===== config.mk =====
export PLATFORM = sky130hd
export DESIGN_NAME = inst_fetch_buffer
export DESIGN_NICKNAME = d
export VERILOG_FILES = /design/src/rtl/inst_fetch_buffer.sv
export SDC_FILE = /design/constraint.sdc
export NUM_CORES = 1
export LEC_CHECK = 0
export ABC_AREA = 1
export BUFFER_PORTS_ARGS = -buffer_cell sky130_fd_sc_hd__buf_2
export CORE_MARGIN = 3
export CORE_UTILIZATION = 40
export CTS_BUF_LIST = sky130_fd_sc_hd__clkbuf_8
export DETAILED_ROUTE_END_ITERATION = 10
export GPL_TIMING_DRIVEN = 0
export RECOVER_POWER = 25
export SLEW_MARGIN = 20
export SYNTH_ARGS = -nofsm -noshare
export SYNTH_HDL_FRONTEND = slang
export SYNTH_SLANG_ARGS = --single-unit

===== constraint.sdc =====
create_clock -name clk -period 4.4 [get_ports clk]
set_input_delay 0.88 -clock clk [delete_from_list [all_inputs] [get_ports clk]]
set_output_delay 0.88 -clock clk [all_outputs]
set_load 0.02 [all_outputs]

===== src/rtl/inst_fetch_buffer.sv =====
`timescale 1ns/1ps
// ============================================================================
// inst_fetch_buffer
//
// Fetch stage in front of decode. Holds the PC, reads the combinational
// instruction ROM once per cycle while the queue has room, and stores each
// {pc, inst, addr_err} triple in a small FIFO. Decode drains the FIFO over a
// valid/ready handshake. A pipeline redirect flushes the FIFO and reloads the
// PC.
//
// A misaligned PC is never sent to the ROM. Instead a single error entry
// {pc, 0, err=1} is queued and fetching halts until the next redirect.
//
// Ports
//   clk             rising-edge clock
//   rst_n           asynchronous active-low reset
//   rom_en          ROM read enable
//   rom_write_en    ROM byte write enables, tied to 0
//   rom_addr        ROM read address (current PC)
//   rom_write_data  ROM write data, tied to 0
//   rom_read_data   ROM read data, valid in the same cycle as rom_addr
//   redirect        pipeline redirect (branch/jump/exception)
//   redirect_pc     new fetch address while redirect is high
//   inst_valid      FIFO head valid
//   inst_ready      decode accepts the head this cycle
//   inst            head instruction word
//   inst_pc         head PC
//   inst_addr_err   head came from a misaligned PC (inst is 0)
// ============================================================================
module inst_fetch_buffer #(
    parameter logic [31:0] INIT_PC    = 32'hbfc00000,
    parameter int unsigned FIFO_DEPTH = 4
) (
    input  logic        clk,
    input  logic        rst_n,
    output logic        rom_en,
    output logic [3:0]  rom_write_en,
    output logic [31:0] rom_addr,
    output logic [31:0] rom_write_data,
    input  logic [31:0] rom_read_data,
    input  logic        redirect,
    input  logic [31:0] redirect_pc,
    output logic        inst_valid,
    input  logic        inst_ready,
    output logic [31:0] inst,
    output logic [31:0] inst_pc,
    output logic        inst_addr_err
);

    localparam int unsigned PTR_W = (FIFO_DEPTH > 1) ? $clog2(FIFO_DEPTH) : 1;
    localparam int unsigned CNT_W = $clog2(FIFO_DEPTH + 1);
    localparam logic [CNT_W-1:0] FULL_CNT = CNT_W'(FIFO_DEPTH);

    // IDLE: first cycle after reset release, nothing issued yet.
    // RUN : fetching normally.
    // HALT: a misaligned-PC error entry has been queued; wait for redirect.
    typedef enum logic [1:0] {
        FETCH_IDLE,
        FETCH_RUN,
        FETCH_HALT
    } fetch_state_t;

    fetch_state_t state, state_next;

    logic [31:0]      pc;
    logic [PTR_W-1:0] rd_ptr;
    logic [PTR_W-1:0] wr_ptr;
    logic [CNT_W-1:0] count;

    logic [31:0] mem_pc   [FIFO_DEPTH];
    logic [31:0] mem_inst [FIFO_DEPTH];
    logic        mem_err  [FIFO_DEPTH];

    logic        fifo_nonempty;
    logic        pop;
    logic        room;
    logic        issue;
    logic        pc_aligned;
    logic        push;
    logic        push_err;
    logic [31:0] push_inst;

    // ------------------------------------------------------------------------
    // Fetch control and next-state logic
    // ------------------------------------------------------------------------
    always_comb begin
        state_next    = state;
        fifo_nonempty = (count != '0);
        inst_valid    = fifo_nonempty & ~redirect;
        pop           = inst_valid & inst_ready;
        // A simultaneous pop frees a slot, so a full FIFO can still accept.
        room          = (count != FULL_CNT) | pop;
        issue         = (state == FETCH_RUN) & room & ~redirect;
        pc_aligned    = (pc[1:0] == 2'b00);
        rom_en        = issue & pc_aligned;
        push          = issue;
        push_err      = issue & ~pc_aligned;
        push_inst     = push_err ? '0 : rom_read_data;

        unique case (state)
            FETCH_IDLE: state_next = FETCH_RUN;
            FETCH_RUN: begin
                if (push_err) begin
                    state_next = FETCH_HALT;
                end
            end
            FETCH_HALT: begin
                if (redirect) begin
                    state_next = FETCH_RUN;
                end
            end
            default: state_next = FETCH_IDLE;
        endcase
    end

    always_ff @(posedge clk or negedge rst_n) begin
        if (!rst_n) begin
            state <= FETCH_IDLE;
        end else begin
            state <= state_next;
        end
    end

    // ------------------------------------------------------------------------
    // PC register
    // ------------------------------------------------------------------------
    always_ff @(posedge clk or negedge rst_n) begin
        if (!rst_n) begin
            pc <= INIT_PC;
        end else if (redirect) begin
            pc <= redirect_pc;
        end else if (rom_en) begin
            pc <= pc + 32'd4;
        end
    end

    // ------------------------------------------------------------------------
    // FIFO pointers and occupancy; redirect flushes everything
    // ------------------------------------------------------------------------
    always_ff @(posedge clk or negedge rst_n) begin
        if (!rst_n) begin
            rd_ptr <= '0;
            wr_ptr <= '0;
            count  <= '0;
        end else if (redirect) begin
            rd_ptr <= '0;
            wr_ptr <= '0;
            count  <= '0;
        end else begin
            if (push) begin
                wr_ptr <= wr_ptr + PTR_W'(1);
            end
            if (pop) begin
                rd_ptr <= rd_ptr + PTR_W'(1);
            end
            unique case ({push, pop})
                2'b10:   count <= count + CNT_W'(1);
                2'b01:   count <= count - CNT_W'(1);
                default: count <= count;
            endcase
        end
    end

    // Storage needs no reset: the head outputs are masked while count is 0.
    always_ff @(posedge clk) begin
        if (push) begin
            mem_pc[wr_ptr]   <= pc;
            mem_inst[wr_ptr] <= push_inst;
            mem_err[wr_ptr]  <= push_err;
        end
    end

    // ------------------------------------------------------------------------
    // Outputs
    // ------------------------------------------------------------------------
    always_comb begin
        rom_addr       = pc;
        rom_write_en   = '0;
        rom_write_data = '0;
        inst           = '0;
        inst_pc        = '0;
        inst_addr_err  = 1'b0;
        if (fifo_nonempty) begin
            inst          = mem_inst[rd_ptr];
            inst_pc       = mem_pc[rd_ptr];
            inst_addr_err = mem_err[rd_ptr];
        end
    end

endmodule


==> results of run 1 <==
[stage by stage]
stage	cell area, um^2	instances
2_1_floorplan	13700	1383
3_3_place_gp	15100	1991
3_5_place_dp	15400	2003
4_1_cts	16400	2097
5_1_grt	16400	2097
6_report	16400	2097
[worst reg2reg max path: stages (launching register included)]
cell	delay, ps
dfrtp_1	380
nor2_1	310
nand2_1	130
inv_1	140
nand2_1	250
nor2_4	600
buf_16	250
buf_12	200
[layout make-up]
| type | instances | area, um^2 |
|---|---|---|
| buffer | 103 | 566 |
| timing repair buffer | 178 | 1100 |
| clock inverter | 39 | 256 |
| multi-input combinational | 891 | 3980 |
| sequential | 301 | 8840 |
| clock buffer | 55 | 757 |
| tap | 442 | 553 |
| fill | 3056 | 16600 |
| inverter | 88 | 330 |
[cells in the final DEF (no fill, tap or decap), types with 2 or more instances in the layout]
cell type | Yosys | layout
or2_1 | 8 | 8
buf_1 | 10 | 10
dfstp_1 | 0 | 9
o21ai_1 | 45 | 45
inv_1 | 77 | 99
nand2_1 | 203 | 203
nand3_2 | 4 | 3
buf_2 | 28 | 191
clkinv_1 | 3 | 10
a21oi_1 | 68 | 68
clkbuf_8 | 0 | 55
nor2_1 | 311 | 307
buf_12 | 0 | 8
nand3_1 | 65 | 66
conb_1 | 1 | 36
buf_4 | 39 | 39
clkinv_2 | 0 | 6
o21ai_0 | 114 | 114
clkbuf_1 | 26 | 29
nand2_2 | 2 | 2
nand3b_1 | 3 | 3
nor2_2 | 4 | 4
a31oi_1 | 2 | 2
nand4_1 | 4 | 4
nor2_4 | 4 | 8
ha_1 | 5 | 5
bufinv_16 | 0 | 3
edfxtp_1 | 260 | 260
inv_2 | 8 | 6
xnor2_1 | 4 | 4
buf_16 | 0 | 4
dfrtp_1 | 32 | 32
xor2_1 | 4 | 4
[flip-flops by register name, summed over array words and instances (netlist names)]
name,count
count,3
mem_pc,128
wr_ptr,2
state,2
rd_ptr,2
mem_err,4
rom_addr,32
mem_inst,128
[Yosys cell counts, drive strengths merged]
master,instances,area [um^2]
a21oi,68,340
conb,1,3.75
inv,85,319
clkbuf,26,97.6
o211ai,1,12.5
ha,5,62.6
buf,77,470
xor2,4,35.0
edfxtp,260,7810
xnor2,4,35.0
nand3,69,365
dfstp,9,236
nor2,319,1240
nand2,205,774
nand4,5,37.5
a31oi,2,12.5
o21bai,1,7.51
or2,9,56.3
fa,1,20.0
clkinv,3,11.3
nand3b,3,22.5
dfrtp,32,801
o21ai,159,796
[kinds of logic (layout without fill, tap and decap cells)]
kind of cell               Yosys count  count (layout)  share of synthesized area
AOI/OAI and AO/OA                  231             231                     0.0862
xor gates and xnor gates             8               8                    0.00517
adders and majority gates            6               6                    0.00609
buffers and inverters              191             463                     0.0662
DFF                                301             301                      0.652
other                                1              36                   0.000277
and+or+nand+nor                    610             610                      0.184
[worst max-delay path by stage]
stage	slack (ps)	cells past startpoint	from	endpoint
global route	690	7	rd_ptr[0]$_DFFE_PN0P_	inst_pc[12]
finish	880	7	rd_ptr[0]$_DFFE_PN0P_	inst_pc[12]
floorplan	-240	4	redirect	mem_err[0]$_DFFE_PP_
CTS	800	7	rd_ptr[0]$_DFFE_PN0P_	inst_pc[13]
detailed placement	920	7	redirect	mem_inst[1][19]$_DFFE_PP_
global placement	-2970	5	redirect	mem_inst[3][2]$_DFFE_PP_
[power groups by stage]
stage          registers [mW]  clock network (mW)  logic (mW)
3_3_place_gp             4.15                   0        3.77
6_report                 4.04                2.45        3.91
4_1_cts                  4.04                2.51        3.96
2_1_floorplan            4.10                   0        2.37
5_1_grt                  4.09                2.65        4.31
3_5_place_dp             4.09                   0        3.95
[layer usage]
layer | up-vias | track usage | part of all wire
met5 | - | 0 | 0
met4 | 0 | 0.0584 | 0.024
met3 | 73 | 0.0328 | 0.079
met2 | 430 | 0.335 | 0.47
met1 | 4839 | 0.272 | 0.43
li1 | 4993 | - | -
==> out/results.tsv, run 1 <==
metric	value	unit
crit_fanout	10	
drv_slew	42	
worstPathCellList	buf_2 > inv_2 > buf_2 > clkbuf_1 > o21ai_0 > a21oi_1 > buf_2	
slowest_delay	390	ps
die-area	36100	um^2
cpLargestDelayFamily	buffers and inverters	
violations	capacitance limit, slew limit	
leakage	6.79	nW
finalPower	10.4	mW
worst-path-buf-inv	5	
initial_utilization	0.412	
grt_max_degree	42	
p_seq_frac	0.388	
routedWlPerCell	17.6	um
final_nets	1687	
fin_util	0.497	
ys_ff_latch	301	
root_buffer	clkbuf_8	
r2r_cells	7	
drc	0	
avgViaCountPerCell	4.93	
clk_latency	580	ps
swShare	0.404	
hold_path_class	reg -> reg	
die_x	190	um
dr_total_vias	10300	
clk_path_buf_depth	3	
pwr_density_cell	635	nW/um^2
hold_depth	1	
end_kind	output port	
std_cell_rows	66	
portBuffers	166	
antenna_cells	0	
min_from	state[0]$_DFFE_PN0P_	
p_int	6.20	mW
routed_wl	36900	um
dp_slack	923	ps
antenna_left	0	
ys_warn_count	0	
p_clk_frac	0.236	
syn_inst	1348	
p_comb_frac	0.376	
required	3520	ps
fp.dieH	190	um
layout_setup_ws	881	ps
ir_drop	287	uV
timing.final.crit_share	0.800	
slowest_stage	clkbuf_1	
cts.sinks	301	
cts-resized-gates	0	
setup_tns	0	ps
grt_pass1_vias	10100	
antenna_found_initial	0	
p_sw	4.20	mW
coreArea	32900	um^2
crit_path_frequent_cell	buf_2	
fin_crit	3520	ps
crit_arrival	2640	ps
drt_iter0_drc	835	
drive_gt1_frac	0.202	
slew_headroom	-0.622	
drv_cap	1	
dr.pass1.iters	5	
skew	27.0	ps
syn_area	13600	um^2
grt_first_pass_wirelength	56100	um
hpwl	25300	um
synth_cell_types	33	
setup_viol	0	
grtUsageTotal	0.201	
outcome	finished, violations left	
fmax	0.284	GHz
reg2reg_from	state[1]$_DFFE_PN0P_	
finalHoldViolCount	0	
holdWs	437	ps
rsz0062_at_grt	no	
areaGrowthSynthToFinish	20.8	%
cp-start-kind	flop	
r2r_setup_slack	1820	ps
cts_made_buffers	50	
syn_avg_cell_area	10.1	um^2
cts_tree	built	
path_class	reg -> out	
tightest_slew	2430	ps
ctsHoldBuffers	0	
r2r_end	mem_inst[1][6]$_DFFE_PP_	
gp_congestion	0.863	
htreeDepth	2	
grt-ovfl-total	0	
worst_hold_path.endpoint	state[1]$_DFFE_PN0P_	
clk_pin_slew_worst_paths	60	ps
io_pins	203	
synth.yosys.seq_area_share	0.652	
postCtsSetupBuffers	0	
Note: power is estimated with default switching activity, not from simulation.
==> run 2, diff against run 1 <==
==> constraint.sdc (replaced) <==
create_clock -name clk -period 3 [get_ports clk]
set_input_delay 0.6 -clock clk [delete_from_list [all_inputs] [get_ports clk]]
set_output_delay 0.6 -clock clk [all_outputs]
set_load 0.02 [all_outputs]
==> run 2 against run 1 <==
The run still ends with capacitance limit, slew limit left. Die area is the same. Non-clock buffer count is the same. Hold slack lost 180 ps. Sequential cell count is the same. Global-route usage is essentially flat. Wire length shrank 0.37%. Core utilization grew 0.37 points. Critical path depth is the same.
==> out/results.tsv, run 2 (synthesis results as in run 1) <==
metric	value	unit	change
coreArea	32900	um^2	unchanged
crit_path_frequent_cell	buf_2		
n_fill_cell	3048		-0.26%
drt_iter0_drc	767		-8.1%
p_clk_frac	0.233		-0.003
postCtsSetupBuffers	0		unchanged
grtUsageTotal	0.200		-0.000207
cts_tree	built		
end_kind	output port		
die_x	190	um	unchanged
outcome	finished, violations left		
startpoint	rd_ptr[0]$_DFFE_PN0P_		
worst-path-buf-inv	5		unchanged
rsz0062_at_grt	no		
grt_use_met3	0.0367		+0.00387
fin_cells	2095		-0.095%
reg2reg_from	state[0]$_DFFE_PN0P_		
slowest_stage	dfrtp_1		
routed_wl	36800	um	-0.37%
violations	capacitance limit, slew limit		
final_cell_area	16500	um^2	+0.75%
fmax	0.350	GHz	
finalPower	15.4	mW	+49%
grt_busiest_layer	met2		
slew_headroom	-0.771		-0.150
ff_latch_area	8840	um^2	unchanged
slowest_delay	350	ps	-40 ps
clk_path_buf_depth	3		unchanged
routedWlPerCell	17.5	um	-0.27%
clk_pin_slew_worst_paths	60	ps	about the same
layout_common_cells	307 x nor2_1, 260 x edfxtp_1, 203 x nand2_1		
antenna_cells	0		unchanged
multi_input_area	4020	um^2	+1.1%
numPlacedInstances	2003		unchanged
ir_drop	414	uV	+44%
crit_arrival	2260	ps	-380 ps
drc	0		unchanged
fin_util	0.501		+0.00372
postPlaceCellArea	15400	um^2	about the same
worstPathCellList	buf_2 > inv_2 > buf_4 > clkbuf_4 > o21ai_0 > a21oi_1 > buf_2		
met2_usage	0.325		-0.00983
grt_first_pass_wirelength	56200	um	+0.17%
swShare	0.401		-0.00311
finalHoldViolCount	0		unchanged
dr_total_vias	10300		-0.72%
antenna_found_initial	0		unchanged
cp-start-kind	flop		
drv_cap	1		unchanged
antenna_left	0		unchanged
portBuffers	166		unchanged
cts.sinks	301		unchanged
io_pins	203		unchanged
crit_fanout	10		unchanged
p_int	9.26	mW	+49%
areaGrowthSynthToFinish	21.7	%	
hold_path_class	in -> reg		
grt-ovfl-total	0		unchanged
leakage	6.87	nW	+1.3%
drive_gt1_frac	0.221		+0.0196
p_sw	6.19	mW	+47%
skew	29.6	ps	+2.58 ps
drv_slew	42		unchanged
die-area	36100	um^2	unchanged
timing.final.crit_share	0.953		
final_common_cell	nor2_1		
clk_latency	580	ps	about the same
tightest_slew	2660	ps	+224 ps
path_class	reg -> out		
hpwl	24900	um	-1.3%
cts-resized-gates	18		+18
htreeDepth	2		unchanged
initial_utilization	0.412		unchanged
min_from	redirect_pc[0]		
pwr_density_cell	936	nW/um^2	+47%
setup_tns	0	ps	unchanged
avgViaCountPerCell	4.90		-0.62%
dr.pass1.iters	5		unchanged
p_comb_frac	0.383		+0.007
fin_crit	2860	ps	
root_buffer	clkbuf_8		
grt_max_degree	42		unchanged
grt_pass1_vias	10100		-0.27%
cpLargestDelayFamily	buffers and inverters		
use_met1	0.277		+0.00505
required	2400	ps	-1120 ps
p_seq_frac	0.384		-0.004
cts_made_buffers	52		+4.0%
std_cell_rows	66		unchanged
setup_viol	0		unchanged
fp.dieH	190	um	unchanged
final_nets	1689		+0.12%
gp_congestion	0.869		+0.67%
ctsHoldBuffers	0		unchanged
[run 2: per-layer routing]
metal | wire length, um | vias up | part of all wire
met2 | 17100 | 381 | 0.47
met4 | 799 | 0 | 0.022
met5 | 0 | - | 0
li1 | - | 5001 | -
met3 | 2610 | 58 | 0.071
met1 | 16300 | 4821 | 0.44
[run 2: through the flow]
step / hold WS, ps / setup WS, ps
5_1_grt: 249 / 0.537
3_3_place_gp: 428 / -2150
3_5_place_dp: 451 / -83.0
2_1_floorplan: 304 / -323
6_report: 253 / 141
4_1_cts: 208 / 4.03
[run 2: path summary, 6_finish.rpt]
| kind | endpoint | slack [ps] | depth (start not counted) |
|---|---|---|---|
| setup reg to reg | mem_inst[1][10]$_DFFE_PP_ | 570 | 8 |
| hold / removal | rom_addr[0]$_DFFE_PN0P_ | 250 | 3 |
| hold reg to reg | state[1]$_DFFE_PN0P_ | 450 | 1 |
| max in group asynchronous | state[1]$_DFFE_PN0P_ | 610 | 1 |
| setup / recovery | inst_pc[4] | 140 | 7 |
| min in group asynchronous | rom_addr[20]$_DFFE_PN0P_ | 870 | 1 |
[run 2: power groups by stage]
stage | clock network (mW) | logic [mW] | registers, mW
4_1_cts | 3.69 | 5.87 | 5.93
3_5_place_dp | 0 | 5.81 | 6.01
5_1_grt | 3.88 | 6.53 | 5.99
6_report | 3.60 | 5.92 | 5.93
3_3_place_gp | 0 | 5.54 | 6.05
2_1_floorplan | 0 | 3.48 | 5.99
[run 2: area by class of cell]
class	count	area share
Sequential cell	301	0.536
Multi-Input combinational cell	891	0.243
Timing Repair Buffer	178	0.0675
Clock buffer	53	0.0442
Buffer	103	0.0390
Tap cell	442	0.0335
Inverter	88	0.0200
Clock inverter	39	0.0164
[run 2: worst reg2reg max path: cells and delay by family, from the launching register on]
kind	cells	cell delay, ps
flip-flops	1	340
buffers and inverters	4	590
AND/OR/NAND/NOR	4	1180
==> run 3, diff against run 2 <==
--- a/config.mk
+++ b/config.mk
@@ -7,6 +7,7 @@
 export LEC_CHECK = 0
 export ABC_AREA = 1
 export BUFFER_PORTS_ARGS = -buffer_cell sky130_fd_sc_hd__buf_2
+export CORE_ASPECT_RATIO = 0.9
 export CORE_MARGIN = 3
 export CORE_UTILIZATION = 40
 export CTS_BUF_LIST = sky130_fd_sc_hd__clkbuf_8
==> run 3 against run 2 <==
The flow still finishes with violations (capacitance limit, slew limit). Setup slack worse by 62 ps. Wire length increased by 3.2%. Sequential cell count stayed put. Hold slack improved by 1.8 ps. Total power decreased by 0.81%.
==> out/results.tsv, run 3 (synthesis results as in run 1) <==
metric	value	unit	change
outcome	finished, violations left		
violations	capacitance limit, slew limit		
end_kind	output port		
clk_latency	600	ps	+20 ps
coreArea	33200	um^2	+0.72%
rsz0062_at_grt	yes		
dr_total_vias	10300		+0.59%
crit_arrival	2320	ps	+60 ps
numPlacedInstances	2016		+0.65%
n_fill_cell	3066		+0.59%
clk_path_buf_depth	3		unchanged
slew_headroom	-0.593		+0.178
fin_crit	2920	ps	+61.8 ps
finalPower	15.3	mW	-0.81%
grt_max_degree	42		unchanged
grt_first_pass_wirelength	57200	um	+1.7%
drive_gt1_frac	0.217		-0.00410
areaGrowthSynthToFinish	21.4	%	
timing.final.crit_share	0.974		+0.0206
path_class	reg -> out		
hpwl	25900	um	+4.0%
skew	33.9	ps	+4.29 ps
cts_tree	built		
std_cell_rows	63		-4.5%
antenna_left	0		unchanged
holdWs	255	ps	+1.80 ps
die_x	200	um	+5.2%
cts_made_buffers	49		-5.8%
required	2400	ps	about the same
grt_pass1_vias	10100		+0.17%
tightest_slew	2390	ps	-268 ps
fin_cells	2107		+0.57%
ctsHoldBuffers	0		unchanged
drt_iter0_drc	773		+0.78%
gp_congestion	0.911		+4.9%
cts.sinks	301		unchanged
htreeDepth	2		unchanged
layout_common_cells	307 x nor2_1, 260 x edfxtp_1, 203 x nand2_1		
crit_fanout	10		unchanged
leakage	6.84	nW	-0.54%
setup_tns	0	ps	unchanged
grtUsageTotal	0.206		+0.00575
routedWlPerCell	18.0	um	+2.6%
drv_cap	1		unchanged
portBuffers	166		unchanged
drc	0		unchanged
fmax	0.342	GHz	-2.1%
final_nets	1686		-0.18%
drv_slew	42		unchanged
routed_wl	37900	um	+3.2%
antenna_found_initial	0		unchanged
fp.dieH	181	um	-5.0%
initial_utilization	0.409		-0.00293
dr.pass1.iters	5		unchanged
setup_viol	0		unchanged
grt-ovfl-total	0		unchanged
antenna_cells	0		unchanged
io_pins	203		unchanged
avgViaCountPerCell	4.90		about the same
hold_path_class	in -> reg		
postCtsSetupBuffers	0		unchanged
final_common_cell	nor2_1		
die-area	36200	um^2	about the same
clk_pin_slew_worst_paths	60	ps	about the same
root_buffer	clkbuf_8		
ir_drop	383	uV	-7.6%
finalHoldViolCount	0		unchanged
pwr_density_cell	931	nW/um^2	-0.55%
cp-start-kind	flop		
==> run 3: area by class of cell <==
type	instances	area [um^2]	area share
Buffer	103	646	0.0392
Clock inverter	37	226	0.0138
Sequential cell	301	8840	0.537
Multi-Input combinational cell	891	3990	0.242
Clock buffer	54	743	0.0452
Inverter	88	330	0.0201
Tap cell	455	569	0.0346
Timing Repair Buffer	178	1110	0.0674
==> run 3: worst paths after layout <==
| check | cells past startpoint | slack (ps) | from | to |
|---|---|---|---|---|
| setup reg to reg | 7 | 470 | state[1]$_DFFE_PN0P_ | mem_pc[2][28]$_DFFE_PP_ |
| min in group asynchronous | 1 | 730 | rst_n | rom_addr[19]$_DFFE_PN0P_ |
| hold / removal | 3 | 250 | redirect_pc[26] | rom_addr[26]$_DFFE_PN1P_ |
| setup / recovery | 7 | 80 | rd_ptr[0]$_DFFE_PN0P_ | inst_pc[8] |
| max in group asynchronous | 1 | 880 | rst_n | rd_ptr[1]$_DFFE_PN0P_ |
| hold reg to reg | 1 | 440 | state[0]$_DFFE_PN0P_ | state[1]$_DFFE_PN0P_ |
==> run 3: critical path, stage by stage (launching register included) <==
cell and delay (ps):
dfrtp_1 360, buf_2 180, inv_2 190, buf_6 210
clkbuf_4 230, o21ai_0 150, a21oi_2 230, buf_2 210
==> run 3: per-stage QoR <==
stage	cell area, um^2	setup slack [ps]	utilization
after global routing	16500	-52.8	0.496
after CTS	16400	-48.1	0.495
after global placement	15100	-2240	0.455
after floorplan	13700	-323	-
after detailed placement	15400	-283	0.464
final	16500	78.8	0.496
==> run 3: metal layers <==
metal  part of all wire  vias up  global-route usage  wire length [um]
met5                  0        -                   0                 0
met4              0.022        0              0.0561               834
met3              0.094       59              0.0406              3570
met2               0.46      430               0.324             17300
met1               0.43     4834               0.294             16200
li1                   -     4999                   -                 -
==> run 3: power breakdown <==
group          internal [mW]  total [mW]  switching [mW]  leakage, nW
registers               5.47        5.94           0.475         2.86
clock network           1.84        3.49            1.65        0.560
logic                   1.78        5.89            4.11         3.42
total                   9.08        15.3            6.23         6.84
==> run 3: what timing repair did <==
action                     CTS  global route
setup endpoints to repair   63            62
cloned                       0             0
gates resized for setup     23            31
pin swaps                    0             1
